## src/rtl/multicycle_control_unit_if.sv

```systemverilog
// Control bundle between the multi-cycle control FSM and the femtoRV32
// datapath/memory. master = control unit, slave = datapath side.
interface multicycle_control_unit_if;
  logic [6:0] opcode;
  logic       mem_ready;
  logic       mem_req;
  logic       MemRead;
  logic       MemWrite;
  logic       IRWrite;
  logic       PCWrite;
  logic       Branch;
  logic [1:0] ALUOp;
  logic       ALUSrc;
  logic       RegWrite;
  logic       MemtoReg;
  logic       illegal_op;
  logic [2:0] state;

  modport master (
    input  opcode, mem_ready,
    output mem_req, MemRead, MemWrite, IRWrite, PCWrite, Branch,
           ALUOp, ALUSrc, RegWrite, MemtoReg, illegal_op, state
  );

  modport slave (
    output opcode, mem_ready,
    input  mem_req, MemRead, MemWrite, IRWrite, PCWrite, Branch,
           ALUOp, ALUSrc, RegWrite, MemtoReg, illegal_op, state
  );
endinterface

```

## src/rtl/multicycle_control_unit.sv

```systemverilog
// Main control FSM for the multi-cycle femtoRV32 datapath. Sequences
// FETCH/DECODE/EXECUTE/MEM/WRITEBACK over one shared memory port and
// produces every datapath enable plus the ALUOp code.
module multicycle_control_unit (
  input  logic                              clk,
  input  logic                              rst,
  multicycle_control_unit_if.master         bus
);

  typedef enum logic [2:0] {
    S_FETCH   = 3'd0,
    S_DECODE  = 3'd1,
    S_EXECUTE = 3'd2,
    S_MEM     = 3'd3,
    S_WB      = 3'd4,
    S_HALT    = 3'd5
  } state_t;

  // Instruction class; 0 doubles as "illegal" so reset clears to a harmless value.
  typedef enum logic [2:0] {
    C_ILL = 3'd0,
    C_R   = 3'd1,
    C_I   = 3'd2,
    C_LD  = 3'd3,
    C_ST  = 3'd4,
    C_BR  = 3'd5,
    C_SYS = 3'd6
  } cls_t;

  state_t     state_q, state_d;
  cls_t       cls_q, cls_dec;

  logic       mem_req, mem_rd, mem_wr, ir_wr, pc_wr, branch;
  logic [1:0] alu_op;
  logic       alu_src, reg_wr, mem2reg, illegal;

  // Opcode -> class, only consumed while in DECODE.
  always_comb begin
    cls_dec = C_ILL;
    case (bus.opcode)
      7'b0110011: cls_dec = C_R;
      7'b0010011: cls_dec = C_I;
      7'b0000011: cls_dec = C_LD;
      7'b0100011: cls_dec = C_ST;
      7'b1100011: cls_dec = C_BR;
      7'b1110011: cls_dec = C_SYS;
      default:    cls_dec = C_ILL;
    endcase
  end

  // State and latched class; class captured on the DECODE exit edge so later
  // opcode changes cannot disturb EXECUTE/MEM/WRITEBACK.
  always_ff @(posedge clk) begin
    if (rst) begin
      state_q <= S_FETCH;
      cls_q   <= C_ILL;
    end else begin
      state_q <= state_d;
      if (state_q == S_DECODE) cls_q <= cls_dec;
    end
  end

  // Next state and Moore outputs (IRWrite/PCWrite additionally gated by mem_ready).
  always_comb begin
    state_d = state_q;
    mem_req = 1'b0;
    mem_rd  = 1'b0;
    mem_wr  = 1'b0;
    ir_wr   = 1'b0;
    pc_wr   = 1'b0;
    branch  = 1'b0;
    alu_op  = 2'b00;
    alu_src = 1'b0;
    reg_wr  = 1'b0;
    mem2reg = 1'b0;
    illegal = 1'b0;
    case (state_q)
      S_FETCH: begin
        mem_req = 1'b1;
        mem_rd  = 1'b1;
        if (bus.mem_ready) begin
          ir_wr   = 1'b1;
          pc_wr   = 1'b1;
          state_d = S_DECODE;
        end
      end
      S_DECODE: begin
        case (cls_dec)
          C_SYS:   state_d = S_HALT;
          C_ILL: begin
            illegal = 1'b1;
            state_d = S_FETCH;
          end
          default: state_d = S_EXECUTE;
        endcase
      end
      S_EXECUTE: begin
        case (cls_q)
          C_R: begin
            alu_op  = 2'b10;
            state_d = S_WB;
          end
          C_I: begin
            alu_op  = 2'b10;
            alu_src = 1'b1;
            state_d = S_WB;
          end
          C_LD, C_ST: begin
            alu_src = 1'b1;
            state_d = S_MEM;
          end
          C_BR: begin
            alu_op  = 2'b01;
            branch  = 1'b1;
            state_d = S_FETCH;
          end
          default: state_d = S_FETCH;
        endcase
      end
      S_MEM: begin
        alu_src = 1'b1;
        mem_req = 1'b1;
        mem_rd  = (cls_q == C_LD);
        mem_wr  = (cls_q == C_ST);
        if (bus.mem_ready) state_d = (cls_q == C_LD) ? S_WB : S_FETCH;
      end
      S_WB: begin
        reg_wr  = 1'b1;
        mem2reg = (cls_q == C_LD);
        state_d = S_FETCH;
      end
      S_HALT:  state_d = S_HALT;
      default: state_d = S_FETCH;
    endcase
  end

  // Reset forces every output low combinationally, including mid-access strobes.
  assign bus.mem_req    = ~rst & mem_req;
  assign bus.MemRead    = ~rst & mem_rd;
  assign bus.MemWrite   = ~rst & mem_wr;
  assign bus.IRWrite    = ~rst & ir_wr;
  assign bus.PCWrite    = ~rst & pc_wr;
  assign bus.Branch     = ~rst & branch;
  assign bus.ALUOp      = rst ? 2'b00 : alu_op;
  assign bus.ALUSrc     = ~rst & alu_src;
  assign bus.RegWrite   = ~rst & reg_wr;
  assign bus.MemtoReg   = ~rst & mem2reg;
  assign bus.illegal_op = ~rst & illegal;
  assign bus.state      = rst ? 3'd0 : state_q;

endmodule

```

## src/flat_wrapper.sv

```systemverilog
// flat-port wrapper written by rule: the top's interface ports become plain ports
module multicycle_control_unit_flat 
  (clk, rst, bus_opcode, bus_mem_ready, bus_mem_req, bus_MemRead, bus_MemWrite, bus_IRWrite, bus_PCWrite, bus_Branch, bus_ALUOp, bus_ALUSrc, bus_RegWrite, bus_MemtoReg, bus_illegal_op, bus_state);
  multicycle_control_unit_if bus_i ();
  input  logic clk;
  input  logic rst;
  input wire logic [$bits(bus_i.opcode)-1:0] bus_opcode;
  input wire logic [$bits(bus_i.mem_ready)-1:0] bus_mem_ready;
  output wire logic [$bits(bus_i.mem_req)-1:0] bus_mem_req;
  output wire logic [$bits(bus_i.MemRead)-1:0] bus_MemRead;
  output wire logic [$bits(bus_i.MemWrite)-1:0] bus_MemWrite;
  output wire logic [$bits(bus_i.IRWrite)-1:0] bus_IRWrite;
  output wire logic [$bits(bus_i.PCWrite)-1:0] bus_PCWrite;
  output wire logic [$bits(bus_i.Branch)-1:0] bus_Branch;
  output wire logic [$bits(bus_i.ALUOp)-1:0] bus_ALUOp;
  output wire logic [$bits(bus_i.ALUSrc)-1:0] bus_ALUSrc;
  output wire logic [$bits(bus_i.RegWrite)-1:0] bus_RegWrite;
  output wire logic [$bits(bus_i.MemtoReg)-1:0] bus_MemtoReg;
  output wire logic [$bits(bus_i.illegal_op)-1:0] bus_illegal_op;
  output wire logic [$bits(bus_i.state)-1:0] bus_state;
  assign bus_i.opcode = bus_opcode;
  assign bus_i.mem_ready = bus_mem_ready;
  assign bus_mem_req = bus_i.mem_req;
  assign bus_MemRead = bus_i.MemRead;
  assign bus_MemWrite = bus_i.MemWrite;
  assign bus_IRWrite = bus_i.IRWrite;
  assign bus_PCWrite = bus_i.PCWrite;
  assign bus_Branch = bus_i.Branch;
  assign bus_ALUOp = bus_i.ALUOp;
  assign bus_ALUSrc = bus_i.ALUSrc;
  assign bus_RegWrite = bus_i.RegWrite;
  assign bus_MemtoReg = bus_i.MemtoReg;
  assign bus_illegal_op = bus_i.illegal_op;
  assign bus_state = bus_i.state;
  multicycle_control_unit u_core (.clk(clk), .rst(rst), .bus(bus_i));
endmodule
```

## config.mk

```make
export PLATFORM = sky130hd
export DESIGN_NAME = multicycle_control_unit_flat
export DESIGN_NICKNAME = d
export VERILOG_FILES = /design/src/rtl/multicycle_control_unit_if.sv /design/src/rtl/multicycle_control_unit.sv /design/src/flat_wrapper.sv
export SDC_FILE = /design/constraint.sdc
export NUM_CORES = 1
export LEC_CHECK = 0
export CAP_MARGIN = 20
export CORE_UTILIZATION = 35
export DETAILED_ROUTE_END_ITERATION = 7
export GPL_ROUTABILITY_DRIVEN = 0
export PLACE_DENSITY_LB_ADDON = 0.2
export SLEW_MARGIN = 20
export SYNTH_ARGS = -nofsm -noshare
export SYNTH_HDL_FRONTEND = slang
export SYNTH_SLANG_ARGS = --single-unit
```

## constraint.sdc

```tcl
create_clock -name clk -period 1.66 [get_ports clk]
set_input_delay 0.166 -clock clk [delete_from_list [all_inputs] [get_ports clk]]
set_output_delay 0.166 -clock clk [all_outputs]
set_load 0.02 [all_outputs]
```

==> impl_metrics.tcl <==
set metrics [dict create \
    status "finished clean" \
    die_h_um 41.9 \
    vias_per_cell 5.14 \
    fin_skew_ns 0.00445 \
    syn_area_um2 558 \
    crit_type "in2out" \
    cts_hold_buf 0 \
    grt_max_degree 9 \
    slew_violations 0 \
    wire_per_inst_um 10.6 \
    start_kind "input port" \
    critPathBufInv 2 \
    yosysTopAreaCellShare_pct 21.5 \
    synth_most_common_cell "nor2_1" \
    rows 14 \
    clock_sinks 6 \
    detail-route-antenna-nets 0 \
    cts_tree "yes" \
    syn_to_final_growth_pct 69.7 \
    holdWs_ns 0.351 \
    crit_required_ns 1.49 \
    ys.flop_type "dfxtp_1" \
    grt_util_all_layers_pct 18.2 \
    firstDrtPassIters 4 \
    num_antenna_cells 0 \
    final-setup-viol-count 0 \
    synth.net_count 83 \
    clockBufferDepth 2 \
    io_pins 25 \
    min_from "rst" \
    drive_above_1_share_pct 36.8 \
    yosysTopAreaCell "dfxtp_1" \
    initial_core_util_pct 37.5 \
    seq_area_frac_synth_pct 21.5 \
    avgSynthCellArea_um2 7.64 \
    worst_hold_path_type "in2reg" \
    yosysWarnings 0 \
    power_density_nw_per_um2 434 \
    ys_async_sr_fraction_pct 0 \
    path_cells "clkdlybuf4s50_1 -> or4bb_1 -> a21oi_2 -> nor3_1 -> clkbuf_2" \
    cp-startpoint "bus_opcode[0]" \
    vdd_drop_max_uv 369 \
    antenna_found_initial 0 \
    max_freq_mhz 610 \
    power.leakage_nw 0.415 \
    cts_htree_levels 1 \
    critPathSlowestCell "or4bb_1" \
    hpwlAfterDp_um 1150 \
    ys_ff_latch 6 \
    die_area_um2 1760 \
    finalCriticalPeriod_ns 1.64 \
    max-cap-violations 0 \
    critPathMaxFanout 2 \
    r2r-start "u_core.cls_q[0]$_SDFFE_PP0P_" \
    grt_pass1_vias 618 \
    vias 684 \
    synthTopCellsByCount "8 x nor2_1, 6 x dfxtp_1, 5 x a21oi_1, 5 x nor2b_1, 4 x nor3_1" \
    relSlewSlack_pct 85.1 \
    drt_iter0_drc 3 \
    final_nets 129 \
    core_area_um2 1490 \
    gr-total-overflow 0 \
    clk_latency_ns 0.24 \
    drt_wl_total_um 1420 \
    critPathMaxStageDelay_ns 0.51 \
    syn_inst 73 \
    final.period_utilization_pct 98.7 \
    crit_family "buffers and inverters" \
    rsz0062_at_grt "true" \
    path_clk_slew_ns 0.05 \
    cp-end-kind "output pin" \
    port_buffers 24 \
    arrival_ns 1.47 \
    synthTopCellsByArea "dfxtp_1 22%, nor2b_1 5.6%, nor2_1 5.4%" \
    finalHoldViolCount 0 \
    synth-edff-count 0 \
    die_w_um 41.9 \
    fin_tns_setup_ns 0 \
    ys_types 35 \
    grt_pass1_wl_um 2450 \
    cts_root_buffer "clkbuf_4" \
    post-route-drc-count 0 \
    cts-buffers-inserted 3 \
    tightest_slew_ns 0.221 \
]
==> final cells by class <==
| type | instances | area (µm²) |
|---|---|---|
| clock buffer | 3 | 22.5 |
| multi-input combinational | 59 | 398 |
| fill | 144 | 542 |
| timing repair buffer | 46 | 374 |
| tap | 16 | 20.0 |
| sequential | 6 | 121 |
| inverter | 3 | 11.3 |
==> power by group <==
group	total, mW	leakage, nW	switching (mW)	internal (mW)
clock	0.133	0.0138	0.0510	0.0817
combinational	0.129	0.353	0.0597	0.0695
sequential	0.149	0.0491	0.00184	0.147
total	0.411	0.415	0.113	0.298
==> stage by stage <==
stage / worst slack [ns] / power [mW] / std cells / area (µm²) / util (%)
after floorplan: 0.0344 / 0.219 / 73 / 563 / -
after global placement: -0.371 / 0.286 / 130 / 940 / 63.1
after detailed placement: -0.398 / 0.287 / 130 / 940 / 63.1
after CTS: -0.124 / 0.420 / 133 / 961 / 64.5
after global routing: -0.0420 / 0.439 / 133 / 947 / 63.6
final: 0.0214 / 0.411 / 133 / 947 / 63.6
==> layer usage <==
metal,track usage (%),up-vias,part of all wire [%]
li1,-,353,-
met1,21.9,310,44
met2,30.9,19,51
met3,1.30,2,4.4
met4,11.6,0,0.64
met5,0,-,0
==> repair_timing <==
item	CTS	global route
resized for setup	29	16
setup endpoints to repair	15	10
setup buffers	0	0
==> placed cells by master (no fill, tap or decap), types with 3 or more instances in the layout <==
cell	Yosys	routed
nor2b_1	5	5
buf_2	1	3
buf_4	1	22
inv_1	3	3
clkdlybuf4s50_1	0	8
clkbuf_2	0	3
nand3b_1	3	3
dfxtp_1	6	5
clkbuf_4	0	3
nor3_1	4	3
dlygate4sd2_1	0	5
nor2_1	8	8
a22oi_1	3	3
o21ai_0	3	3
a21oi_1	5	4
nand2b_1	3	3
==> logic make-up (layout without fill, tap and decap cells) <==
group,count (synthesis),count (layout),share of synthesized area (%)
AOI/OAI and AO/OA,19,19,22.9
xor gates and xnor gates,2,2,3.14
buffers and inverters,8,52,10.8
DFF,6,6,21.5
and+or+nand+nor,38,38,41.7
==> tightest hold or removal path, cell delays in order <==
cell	delay (ns)
dlymetal6s2s_1	0.16
buf_4	0.17
nor2_1	0.04
==> path summary, 6_finish.rpt <==
path	to	slack, ns	depth (start not counted)
min reg2reg	u_core.cls_q[2]$_SDFFE_PP0P_	0.62	3
min	u_core.cls_q[2]$_SDFFE_PP0P_	0.35	3
max	bus_illegal_op	0.02	5
max reg2reg	u_core.state_q[1]$_SDFFE_PP0P_	0.28	5
==> sequential cells by signal, indices dropped and copies added, names as in the netlist <==
register,flops
u_core.cls_q,3
u_core.state_q,3
No activity file was read; power rests on OpenSTA's default activity.
